**config.mk**
```make
export PLATFORM = sky130hd
export DESIGN_NAME = wlo_sweep_scheduler
export DESIGN_NICKNAME = d
export VERILOG_FILES = /design/src/rtl/wlo_sweep_scheduler.sv
export SDC_FILE = /design/constraint.sdc
export NUM_CORES = 1
export LEC_CHECK = 0
export CAP_MARGIN = 20
export CELL_PAD_IN_SITES_DETAIL_PLACEMENT = 1
export CELL_PAD_IN_SITES_GLOBAL_PLACEMENT = 1
export CORE_AREA = 2 2 211 265
export CTS_CLUSTER_SIZE = 14
export DETAILED_ROUTE_END_ITERATION = 8
export DIE_AREA = 0 0 213 267
export PLACE_DENSITY_LB_ADDON = 0.2
export SLEW_MARGIN = 15
export SYNTH_ARGS = -nofsm -noshare
export SYNTH_HDL_FRONTEND = slang
export SYNTH_SLANG_ARGS = --single-unit
```
**constraint.sdc**
```tcl
create_clock -name clk -period 10.7 [get_ports clk]
set_input_delay 2.14 -clock clk [delete_from_list [all_inputs] [get_ports clk]]
set_output_delay 2.14 -clock clk [all_outputs]
set_load 0.05 [all_outputs]
```
**src/rtl/wlo_sweep_scheduler.sv**
```systemverilog
// Greedy word-length sweep: per channel, keep shaving one fractional bit while the
// emulated MSE stays within threshold; a failed or timed-out trial restores the last good width.
module wlo_sweep_scheduler #(
    parameter int NUM_CHAN = 15,
    parameter int TIMEOUT  = 65535,
    parameter int MIN_FRAC = 0
) (
    input  logic        clk,
    input  logic        rst,
    input  logic        go,
    input  logic [7:0]  init_frac,
    input  logic [63:0] threshold,
    input  logic [63:0] mse_data,
    input  logic        mse_valid,
    output logic [7:0]  sw_frac [NUM_CHAN],
    output logic        start,
    output logic        busy,
    output logic        done,
    output logic        err_timeout,
    output logic [15:0] trial_count
);

    localparam int CH_W  = (NUM_CHAN > 1) ? $clog2(NUM_CHAN) : 1;
    localparam int CNT_W = (TIMEOUT > 1) ? $clog2(TIMEOUT) : 1;
    localparam logic [7:0]       MIN_F    = 8'(MIN_FRAC);
    localparam logic [CNT_W-1:0] CNT_LAST = CNT_W'(TIMEOUT - 1);
    localparam logic [CH_W:0]    CH_ONE   = (CH_W + 1)'(1);

    typedef enum logic [2:0] {
        S_IDLE, S_LOAD, S_RUN, S_WAIT, S_EVAL, S_DONE
    } state_t;

    state_t            state_q, state_d;
    logic [7:0]        sw_frac_q [NUM_CHAN];
    logic [7:0]        sw_frac_d [NUM_CHAN];
    logic [CH_W-1:0]   chan_q, chan_d;
    logic [7:0]        cur_q, cur_d;
    logic [63:0]       thr_q, thr_d;
    logic [63:0]       mse_q, mse_d;
    logic [CNT_W-1:0]  cnt_q, cnt_d;
    logic [15:0]       trial_q, trial_d;
    logic              err_q, err_d;
    logic              start_q, start_d;
    logic              busy_q, busy_d;
    logic              done_q, done_d;

    logic              mse_fail;
    logic [CH_W:0]     scan_from;
    logic              scan_hit;
    logic [CH_W-1:0]   scan_idx;

    assign mse_fail = (mse_q > thr_q);

    // Chained channel advance: first channel at or after scan_from that can still shrink
    always_comb begin
        scan_from = {1'b0, chan_q};
        if (state_q == S_EVAL && mse_fail) begin
            scan_from = {1'b0, chan_q} + CH_ONE;
        end
        scan_hit = 1'b0;
        scan_idx = '0;
        for (int i = NUM_CHAN - 1; i >= 0; i--) begin
            if ((CH_W + 1)'(i) >= scan_from && sw_frac_q[i] > MIN_F) begin
                scan_hit = 1'b1;
                scan_idx = CH_W'(i);
            end
        end
    end

    always_ff @(posedge clk or posedge rst) begin
        if (rst) begin
            state_q <= S_IDLE;
            for (int i = 0; i < NUM_CHAN; i++) begin
                sw_frac_q[i] <= 8'h1E;
            end
            chan_q  <= '0;
            cur_q   <= '0;
            thr_q   <= '0;
            mse_q   <= '0;
            cnt_q   <= '0;
            trial_q <= '0;
            err_q   <= 1'b0;
            start_q <= 1'b0;
            busy_q  <= 1'b0;
            done_q  <= 1'b0;
        end else begin
            state_q   <= state_d;
            sw_frac_q <= sw_frac_d;
            chan_q    <= chan_d;
            cur_q     <= cur_d;
            thr_q     <= thr_d;
            mse_q     <= mse_d;
            cnt_q     <= cnt_d;
            trial_q   <= trial_d;
            err_q     <= err_d;
            start_q   <= start_d;
            busy_q    <= busy_d;
            done_q    <= done_d;
        end
    end

    always_comb begin
        state_d = state_q;
        case (state_q)
            S_IDLE: if (go) state_d = S_LOAD;
            S_LOAD: state_d = scan_hit ? S_RUN : S_DONE;
            S_RUN:  state_d = S_WAIT;
            S_WAIT: begin
                if (mse_valid) begin
                    state_d = S_EVAL;
                end else if (cnt_q == CNT_LAST) begin
                    state_d = S_DONE;
                end
            end
            S_EVAL: state_d = scan_hit ? S_RUN : S_DONE;
            S_DONE: state_d = S_IDLE;
            default: state_d = S_IDLE;
        endcase
    end

    always_comb begin
        sw_frac_d = sw_frac_q;
        chan_d    = chan_q;
        cur_d     = cur_q;
        thr_d     = thr_q;
        mse_d     = mse_q;
        cnt_d     = cnt_q;
        trial_d   = trial_q;
        err_d     = err_q;
        case (state_q)
            S_IDLE: begin
                if (go) begin
                    for (int i = 0; i < NUM_CHAN; i++) begin
                        sw_frac_d[i] = init_frac;
                    end
                    chan_d  = '0;
                    trial_d = '0;
                    err_d   = 1'b0;
                    thr_d   = threshold;
                end
            end
            S_LOAD, S_EVAL: begin
                if (state_q == S_EVAL && mse_fail) begin
                    sw_frac_d[chan_q] = cur_q;
                end
                // scan_hit guarantees sw_frac > MIN_FRAC, so the decrement cannot underflow
                if (scan_hit) begin
                    chan_d              = scan_idx;
                    cur_d               = sw_frac_q[scan_idx];
                    sw_frac_d[scan_idx] = sw_frac_q[scan_idx] - 8'd1;
                end
            end
            S_RUN: begin
                cnt_d = '0;
                if (trial_q != 16'hFFFF) begin
                    trial_d = trial_q + 16'd1;
                end
            end
            S_WAIT: begin
                cnt_d = cnt_q + CNT_W'(1);
                if (mse_valid) begin
                    mse_d = mse_data;
                end else if (cnt_q == CNT_LAST) begin
                    err_d             = 1'b1;
                    sw_frac_d[chan_q] = cur_q;
                end
            end
            default: ;
        endcase
        start_d = (state_d == S_RUN);
        busy_d  = (state_d != S_IDLE);
        done_d  = (state_d == S_DONE);
    end

    assign sw_frac     = sw_frac_q;
    assign start       = start_q;
    assign busy        = busy_q;
    assign done        = done_q;
    assign err_timeout = err_q;
    assign trial_count = trial_q;

endmodule

```
==> impl_metrics.json, run 1 <==
{
  "post_cts_buffers": 0,
  "synth_ff_type": "dfrtp_1",
  "syn-cell-area_sq_um": 20500,
  "clk_pin_slew_ns": 0.06,
  "grt_max_degree": 99,
  "dieHeight_microns": 267,
  "fin_util_pct": 46.1,
  "syn_nets": 2586,
  "cp-start-kind": "register",
  "async_reset_ff_share_pct": 100,
  "grt_first_pass_wirelength_mm": 134,
  "grtUsageTotal_pct": 31.2,
  "ant_nets": 0,
  "hold_violations": 0,
  "crit_chain": "ha_1, nand4_2, nor4_1, nand2_1, or3_1, nand4_1, nand2_1, o21ai_0, o221ai_1, and3_1, nor3_4, buf_4, mux2i_1, o32ai_1, or4_4, inv_1, ha_1, and4_1, nor4b_4, xor2_2, a21oi_1, nor2_1",
  "cp_slowest_stage_delay_ns": 0.85,
  "num_rows": 96,
  "routabilityCongestion": 0.997,
  "synth_cell_type_count": 87,
  "powerDensity_nw_per_um2": 394,
  "seq_power_share_pct": 25.1,
  "clock-sinks": 299,
  "synth_edf_count": 0,
  "dieArea_sq_um": 56900,
  "htree_levels": 2,
  "synth_cells": 2374,
  "nNetsFinal": 2769,
  "slew_violations": 0,
  "overflow": 0,
  "p_comb_share_pct": 61.8,
  "tns_ns": 0,
  "initial_core_util_pct": 37.7,
  "syn_to_final_growth_pct": 22.4,
  "r2r_slack_ns": 2.01,
  "synth-seq-area-share_pct": 36.9,
  "setup_viol": 0,
  "period_share_pct": 81.2,
  "timing.rr.end": "sw_frac[22]$_DFFE_PP0P_",
  "hold_depth": 1,
  "critPathMaxFanout": 24,
  "pwr-share-clk_pct": 13.1,
  "leakagePower_nw": 10.1,
  "finalCriticalPeriod_ns": 8.69,
  "vias": 20700,
  "max_freq_mhz": 115,
  "hp-start": "mse_q[13]$_DFFE_PP0P_",
  "wl_per_cell_microns": 27.0,
  "skew_ns": 0.0269,
  "ir_worst_vdd_mv": 0.216,
  "worst-path-buf-inv": 2,
  "dpl.hpwl_mm": 62.8,
  "avgSynthCellArea_sq_um": 8.63,
  "die_w_microns": 213,
  "fp.coreArea_sq_um": 54400,
  "antenna_found_initial": 0,
  "via_per_inst": 6.22,
  "crit_required_ns": 11.21,
  "ctsHoldBuffers": 0,
  "status": "finished, final reports clean",
  "p_sw_share_pct": 54.5,
  "drive_gt1_share_pct": 12.4,
  "firstDrtPassIters": 6,
  "pin_count": 280,
  "grt_pass1_vias": 21400,
  "ff2ff_path_depth": 22,
  "crit_path_top_delay_cell": "xor2_2",
  "endpoint_kind": "register",
  "clock_latency_ns": 0.58,
  "path_class": "reg -> reg",
  "root_buffer": "clkbuf_16",
  "critical_path.top_delay_family": "simple AND/OR/NAND/NOR gates",
  "cts_resized": 0,
  "cap_violations": 0,
  "p_switching_mw": 5.38,
  "rsz0062_at_grt": "no",
  "slew_headroom_pct": 19.3,
  "cts_tree": "done",
  "p_int_mw": 4.50,
  "worstHoldEndpoint": "mse_q[13]$_DFFE_PP0P_",
  "yosys_warnings": 0,
  "routed_wl_mm": 89.6,
  "worst_pin_slew_ns": 1.20,
  "clk_path_buf_depth": 3,
  "cts_buffers": 38,
  "first_iter_violations": 1490,
  "hold_class": "reg -> reg",
  "timing.rr.start": "mse_q[62]$_DFFE_PP0P_",
  "route.detailed.drc": 0,
  "ys_ff_latch": 299,
  "arrival_ns": 9.20,
  "io_buffers": 279,
  "fill_cells": 6328
}
==> metrics by stage <==
stage	worst slack [ns]	hold slack (ns)	std cells	power (mW)	area, sq um
CTS	2.02	0.514	3318	9.77	25000
global route	1.65	0.526	3320	10.4	25100
global placement	1.91	0.482	3247	8.24	23800
floorplan	0.398	0.465	2374	6.20	20500
finish	2.01	0.510	3321	9.88	25100
detailed placement	2.10	0.501	3250	8.43	23800
==> final cells by class <==
class	instances	area [sq um]	area share [%]
antenna	1	2.50	0.00998
clock buffer	58	1120	4.46
clock inverter	10	86.3	0.344
inverter	80	308	1.23
multi-input combinational	1818	12000	47.7
sequential	299	7560	30.1
tap	735	920	3.67
timing repair buffer	320	3120	12.5
==> power groups by stage <==
stage / combinational [mW] / sequential [mW] / clock (mW)
floorplan: 3.25 / 2.95 / 0
global placement: 5.78 / 2.46 / 0
detailed placement: 5.94 / 2.49 / 0
CTS: 5.98 / 2.47 / 1.31
global route: 6.50 / 2.54 / 1.35
finish: 6.10 / 2.48 / 1.29
==> logic make-up after synthesis <==
logic type	count (synthesis)	synth area share (%)
AOI/OAI and AO/OA	697	21.5
xor gates and xnor gates	22	1.01
adders and majority gates	72	4.40
buffers and inverters	257	5.09
DFF	299	36.9
muxes	278	14.3
and+or+nand+nor	749	16.8
==> synthesized netlist by cell type (all sizes together) (21+ instances only) <==
cell,n,area (sq um)
nand2,331,1240
o21ai,284,1420
dfrtp,239,5980
nor2,177,664
mux2i,163,1630
a21oi,151,756
clkbuf,150,563
mux2,115,1300
inv,79,297
ha,72,901
nand3,71,365
dfstp,60,1580
o221ai,51,453
a22oi,34,255
nor4,33,221
buf,27,180
nor3,27,163
nand4,21,138
==> cell usage in the layout (no fill, tap or decap), types with 20 or more instances in the layout <==
cell type        instances
a31oi_1                 20
mux2i_1                163
o221ai_1                50
nor3_1                  24
dfstp_2                 60
buf_4                   36
mux2_2                 110
nand3_1                 69
nand2_1                328
ha_1                    72
inv_1                   78
o21ai_1                 20
nor2_1                 176
a21oi_1                149
nor4_1                  32
o21ai_0                263
nand4_1                 20
clkbuf_16               39
clkdlybuf4s50_1        279
dfrtp_1                237
a22oi_1                 34
==> worst max-delay path by stage <==
stage                     startpoint                      end  slack (ns)  cells after the start
2_1_floorplan                    rst           busy$_DFF_PP0_        0.40                      1
6_report       mse_q[62]$_DFFE_PP0P_  sw_frac[22]$_DFFE_PP0P_        2.01                     22
5_1_grt        mse_q[63]$_DFFE_PP0P_  sw_frac[30]$_DFFE_PP0P_        1.65                     22
3_5_place_dp   mse_q[63]$_DFFE_PP0P_  sw_frac[78]$_DFFE_PP0P_        2.10                     22
4_1_cts        mse_q[62]$_DFFE_PP0P_  sw_frac[22]$_DFFE_PP0P_        2.02                     22
3_3_place_gp   mse_q[61]$_DFFE_PP0P_  sw_frac[92]$_DFFE_PP1P_        1.91                     20
==> per-layer routing <==
metal  wire, microns  GRT usage (%)
met5               0              0
met4            4880           16.1
met3            7330           6.80
met2           41300           50.1
met1           36000           39.3
==> registers in the layout, summed over array words and instances (netlist names) <==
| signal | flops |
|---|---|
| cnt_q | 16 |
| sw_frac | 120 |
| busy | 1 |
| start | 1 |
| mse_q | 64 |
| state_q | 3 |
| thr_q | 64 |
| cur_q | 8 |
| trial_count | 16 |
| chan_q | 4 |
| done | 1 |
| err_timeout | 1 |
Note: power is estimated with default switching activity, not from simulation.
==> run 2, diff against run 1 <==
Clock period 10.7 ns to 7.5 ns, I/O delays scaled along.
==> impl_metrics.json, run 2 (same netlist as run 1, synthesis figures left out) <==
{
  "wl_met3_mm": 7.08,
  "nNetsFinal": 2798,
  "wl_met1_mm": 35.5,
  "layout_common_cells": "328 x nand2_1, 279 x clkdlybuf4s50_1, 263 x o21ai_0",
  "max_freq_mhz": 143,
  "rsz0062_at_grt": "no",
  "dpl.hpwl_mm": 63.2,
  "status": "finished, final reports clean",
  "cts_buffers": 37,
  "ir_worst_vdd_mv": 0.395,
  "endpoint_kind": "register",
  "hold_violations": 0,
  "skew_ns": 0.0405,
  "total_power_mw": 14.4,
  "final_common_cell": "nand2_1",
  "vias": 20800,
  "finalCriticalPeriod_ns": 7.00,
  "largest_register_ffs": 120,
  "root_buffer": "clkbuf_16",
  "critPathMaxFanout": 15,
  "grt_first_pass_wirelength_mm": 136,
  "grt_max_degree": 147,
  "leakagePower_nw": 10.3,
  "via_per_inst": 6.20,
  "clock_latency_ns": 0.59,
  "worst_pin_slew_ns": 1.18,
  "syn_to_final_growth_pct": 23.8,
  "slew_violations": 0,
  "ant_nets": 0,
  "grt_pass1_vias": 21900,
  "wl_met2_mm": 41.6,
  "ctsHoldBuffers": 0,
  "fp.coreArea_sq_um": 54400,
  "routabilityCongestion": 0.978,
  "die_w_microns": 213,
  "cap_violations": 0,
  "initial_core_util_pct": 37.7,
  "htree_levels": 2,
  "setup_viol": 0,
  "fin_util_pct": 46.6,
  "clk_pin_slew_ns": 0.06,
  "top_layer": "met5",
  "overflow": 0,
  "pin_count": 280,
  "path_class": "reg -> reg",
  "dieHeight_microns": 267,
  "firstDrtPassIters": 5,
  "antenna_found_initial": 1,
  "diodes": 0,
  "tns_ns": 0,
  "grtUsageTotal_pct": 31.4,
  "routed_wl_mm": 89.3,
  "io_buffers": 279,
  "route.detailed.drc": 0,
  "num_rows": 96,
  "wl_per_cell_microns": 26.7,
  "crit_required_ns": 7.98,
  "clk_path_buf_depth": 3,
  "arrival_ns": 7.48,
  "slew_headroom_pct": 20.4,
  "drive_gt1_share_pct": 13.3,
  "cts_tree": "done",
  "first_iter_violations": 1482,
  "powerDensity_nw_per_um2": 568,
  "period_share_pct": 93.3,
  "fill_cells": 6261,
  "dieArea_sq_um": 56900,
  "cp-start-kind": "register",
  "hold_class": "reg -> reg",
  "clock-sinks": 299
}
run 2: worst max-delay path, stage by stage (launching register included):
cell,delay [ns]
dfrtp_1,0.38
ha_1,0.32
nand4_1,0.19
or4_4,0.61
nor4b_4,0.39
o41ai_1,0.17
and4_4,0.27
nor2_1,0.43
a311oi_1,0.35
o21a_1,0.32
a21oi_1,0.15
a22o_1,0.58
mux2_2,0.46
a22o_1,0.21
or4_4,0.54
inv_1,0.10
ha_1,0.20
and4_1,0.28
nor4b_4,0.27
xor2_2,0.15
buf_4,0.31
a21oi_1,0.11
nor2_1,0.11
run 2: what timing repair did:
action | CTS | global route
buffers inserted | 0 | 4
endpoints found under the setup margin | 0 | 63
resized for setup | 0 | 1
run 2: layout make-up:
cell class                 instances  area [sq um]  area share, %
clock buffer                      56          1110           4.38
clock inverter                    11           115          0.454
multi-input combinational       1818         11900           47.1
inverter                          80           304           1.20
sequential                       299          7560           29.8
timing repair buffer             350          3420           13.5
tap                              735           920           3.63
run 2: metal layers:
| metal | vias to the layer above | global-route usage, % |
|---|---|---|
| li1 | 9092 | - |
| met1 | 10500 | 39.3 |
| met2 | 933 | 50.9 |
| met3 | 275 | 6.32 |
| met4 | 2 | 16.8 |
| met5 | - | 0 |
run 2: worst paths after layout:
kind                                       startpoint                     end  slack (ns)  depth (start not counted)
worst min register to register   mse_q[0]$_DFFE_PP0P_    mse_q[0]$_DFFE_PP0P_        0.51                          1
max in group asynchronous                         rst   thr_q[29]$_DFFE_PP0P_        4.95                          3
worst max-delay path            mse_q[55]$_DFFE_PP0P_  sw_frac[6]$_DFFE_PP0P_        0.50                         22
worst max register to register  mse_q[55]$_DFFE_PP0P_  sw_frac[6]$_DFFE_PP0P_        0.50                         22
min in group asynchronous                         rst   cnt_q[12]$_DFFE_PP0P_        1.31                          2
worst min-delay path             mse_q[0]$_DFFE_PP0P_    mse_q[0]$_DFFE_PP0P_        0.51                          1
run 2: stage by stage:
stage / std cells / hold WS, ns / area, sq um / setup slack [ns]
floorplan: 2374 / 0.465 / 20500 / 1.60
global placement: 3275 / 0.492 / 24000 / 0.392
detailed placement: 3278 / 0.493 / 24100 / 0.206
CTS: 3345 / 0.507 / 25300 / 0.133
global route: 3349 / 0.523 / 25400 / 0.0882
finish: 3349 / 0.506 / 25400 / 0.505
run 2: power breakdown:
part	switching [mW]	leakage [nW]	internal, mW
Sequential	1.04	3.52	2.50
Combinational	5.90	6.14	3.09
Clock	0.784	0.604	1.09
==> run 3, diff against run 2 <==
Settings changed: CAP_MARGIN 20 to not set, TNS_END_PERCENT set to 1.
==> impl_metrics.json, run 3 (same netlist as run 1, synthesis figures left out) <==
{
  "cts_tree": "done",
  "ant_nets": 0,
  "tns_ns": 0,
  "final_common_cell": "nand2_1",
  "rsz0062_at_grt": "no",
  "cp-start-kind": "register",
  "htree_levels": 2,
  "firstDrtPassIters": 6,
  "routed_wl_mm": 89.0,
  "multi_input_area_sq_um": 11900,
  "vias": 20700,
  "slew_headroom_pct": 17.6,
  "status": "finished, final reports clean",
  "antenna_found_initial": 0,
  "dieHeight_microns": 267,
  "dieArea_sq_um": 56900,
  "syn_to_final_growth_pct": 23.8,
  "via_per_inst": 6.19,
  "largest_register_ffs": 120,
  "num_rows": 96,
  "hold_violations": 0,
  "routabilityCongestion": 0.978,
  "cts_buffers": 37,
  "hold_class": "reg -> reg",
  "critPathMaxFanout": 14,
  "worst_pin_slew_ns": 1.22,
  "period_share_pct": 92.9,
  "fin_util_pct": 46.6,
  "diodes": 0,
  "initial_core_util_pct": 37.7,
  "fill_cells": 6316,
  "layout_common_cells": "328 x nand2_1, 279 x clkdlybuf4s50_1, 263 x o21ai_0",
  "grt_first_pass_wirelength_mm": 135,
  "skew_ns": 0.0310,
  "max_freq_mhz": 143,
  "grtUsageTotal_pct": 31.4,
  "leakagePower_nw": 10.3,
  "first_iter_violations": 1410,
  "regArea_sq_um": 7560,
  "clock-sinks": 299,
  "crit_required_ns": 7.97,
  "endpoint_kind": "register",
  "wl_per_cell_microns": 26.6,
  "overflow": 0,
  "pin_count": 280,
  "r2r_slack_ns": 0.53,
  "drive_gt1_share_pct": 13.5,
  "clock_latency_ns": 0.58,
  "io_buffers": 279,
  "path_class": "reg -> reg",
  "clk_path_buf_depth": 3,
  "nNetsFinal": 2797,
  "grt_pass1_vias": 21900,
  "die_w_microns": 213,
  "arrival_ns": 7.44,
  "cap_violations": 0,
  "powerDensity_nw_per_um2": 568,
  "finalCriticalPeriod_ns": 6.97,
  "grt_max_degree": 147,
  "root_buffer": "clkbuf_16",
  "route.detailed.drc": 0,
  "fp.coreArea_sq_um": 54400,
  "ctsHoldBuffers": 0,
  "setup_viol": 0,
  "ir_worst_vdd_mv": 0.362,
  "slew_violations": 0,
  "dpl.hpwl_mm": 63.0,
  "clk_pin_slew_ns": 0.06
}
run 3: cell count changes in the layout (fill, tap and decap cells not counted):
cell and delta:
clkinv_4 +1, clkinv_2 -1, dfrtp_2 +2, a21boi_2 +1
clkbuf_16 -1, clkinv_16 +1, a21boi_1 -1, dfrtp_1 -2
clkbuf_1 -2, inv_6 -1, clkbuf_8 +2, buf_4 +1
buf_16 -2, bufinv_16 +1
run 3: metrics by stage:
stage | instances | power [mW] | setup WS (ns) | hold slack (ns) | cell area (sq um)
4_1_cts | 3342 | 14.2 | 0.0751 | 0.507 | 25300
3_3_place_gp | 3275 | 11.9 | 0.392 | 0.492 | 24000
3_5_place_dp | 3275 | 12.2 | 0.109 | 0.493 | 24000
6_report | 3348 | 14.4 | 0.531 | 0.506 | 25400
5_1_grt | 3348 | 15.2 | 0.0858 | 0.524 | 25400
2_1_floorplan | 2374 | 8.84 | 1.60 | 0.465 | 20500
run 3: path summary, 6_finish.rpt:
check                           cells after the start                  start                 endpoint
worst max-delay path                               21  thr_q[55]$_DFFE_PP0P_  sw_frac[95]$_DFFE_PP0P_
min in group asynchronous                           2                    rst     cnt_q[9]$_DFFE_PP0P_
worst min register to register                      1   mse_q[0]$_DFFE_PP0P_     mse_q[0]$_DFFE_PP0P_
worst max register to register                     21  thr_q[55]$_DFFE_PP0P_  sw_frac[95]$_DFFE_PP0P_
worst min-delay path                                1   mse_q[0]$_DFFE_PP0P_     mse_q[0]$_DFFE_PP0P_
max in group asynchronous                           3                    rst     cur_q[1]$_DFFE_PP0P_
run 3: worst max-delay path, stage by stage (launching register included):
cell and delay (ns):
dfrtp_1 0.33, inv_1 0.05, ha_1 0.31, nand4_1 0.18, or4_4 0.60, nor4b_4 0.37
o41ai_1 0.17, and4_4 0.26, nor2_1 0.44, buf_4 0.26, mux2_2 0.35, o221ai_2 0.25
nand3_1 0.13, a22o_1 0.43, buf_4 0.30, mux2_1 0.37, a222oi_1 0.37, nand3_1 0.31
nor4_1 0.47, and3b_2 0.49, nor2_1 0.12, o31ai_1 0.28
run 3: timing repair:
item | 4_1_cts | 5_1_grt
resized for setup | 0 | 1
endpoints found under the hold margin | 0 | 0
setup buffers | 0 | 6
endpoints found under the setup margin | 0 | 65
run 3: final cells by class:
cell class              count  share of cell area [%]
clock buffers              55                    4.35
clock inverters            12                   0.671
inverters                  80                    1.20
multi-input cells        1818                    47.1
flip-flops and latches    299                    29.8
well taps                 735                    3.62
repair buffers            349                    13.3
run 3: per-layer routing:
| layer | routed length (microns) | up-vias | GRT usage (%) | share of wire [%] |
|---|---|---|---|---|
| met2 | 41600 | 921 | 51.3 | 47 |
| met4 | 5060 | 0 | 15.6 | 5.7 |
| li1 | - | 9086 | - | - |
| met3 | 6860 | 277 | 6.52 | 7.7 |
| met1 | 35400 | 10400 | 39.0 | 40 |
| met5 | 0 | - | 0 | 0 |
run 3: report_power, final:
group | internal, mW | total, mW | switching [mW]
Sequential | 2.50 | 3.57 | 1.07
Combinational | 3.07 | 8.92 | 5.86
Clock | 1.13 | 1.92 | 0.788
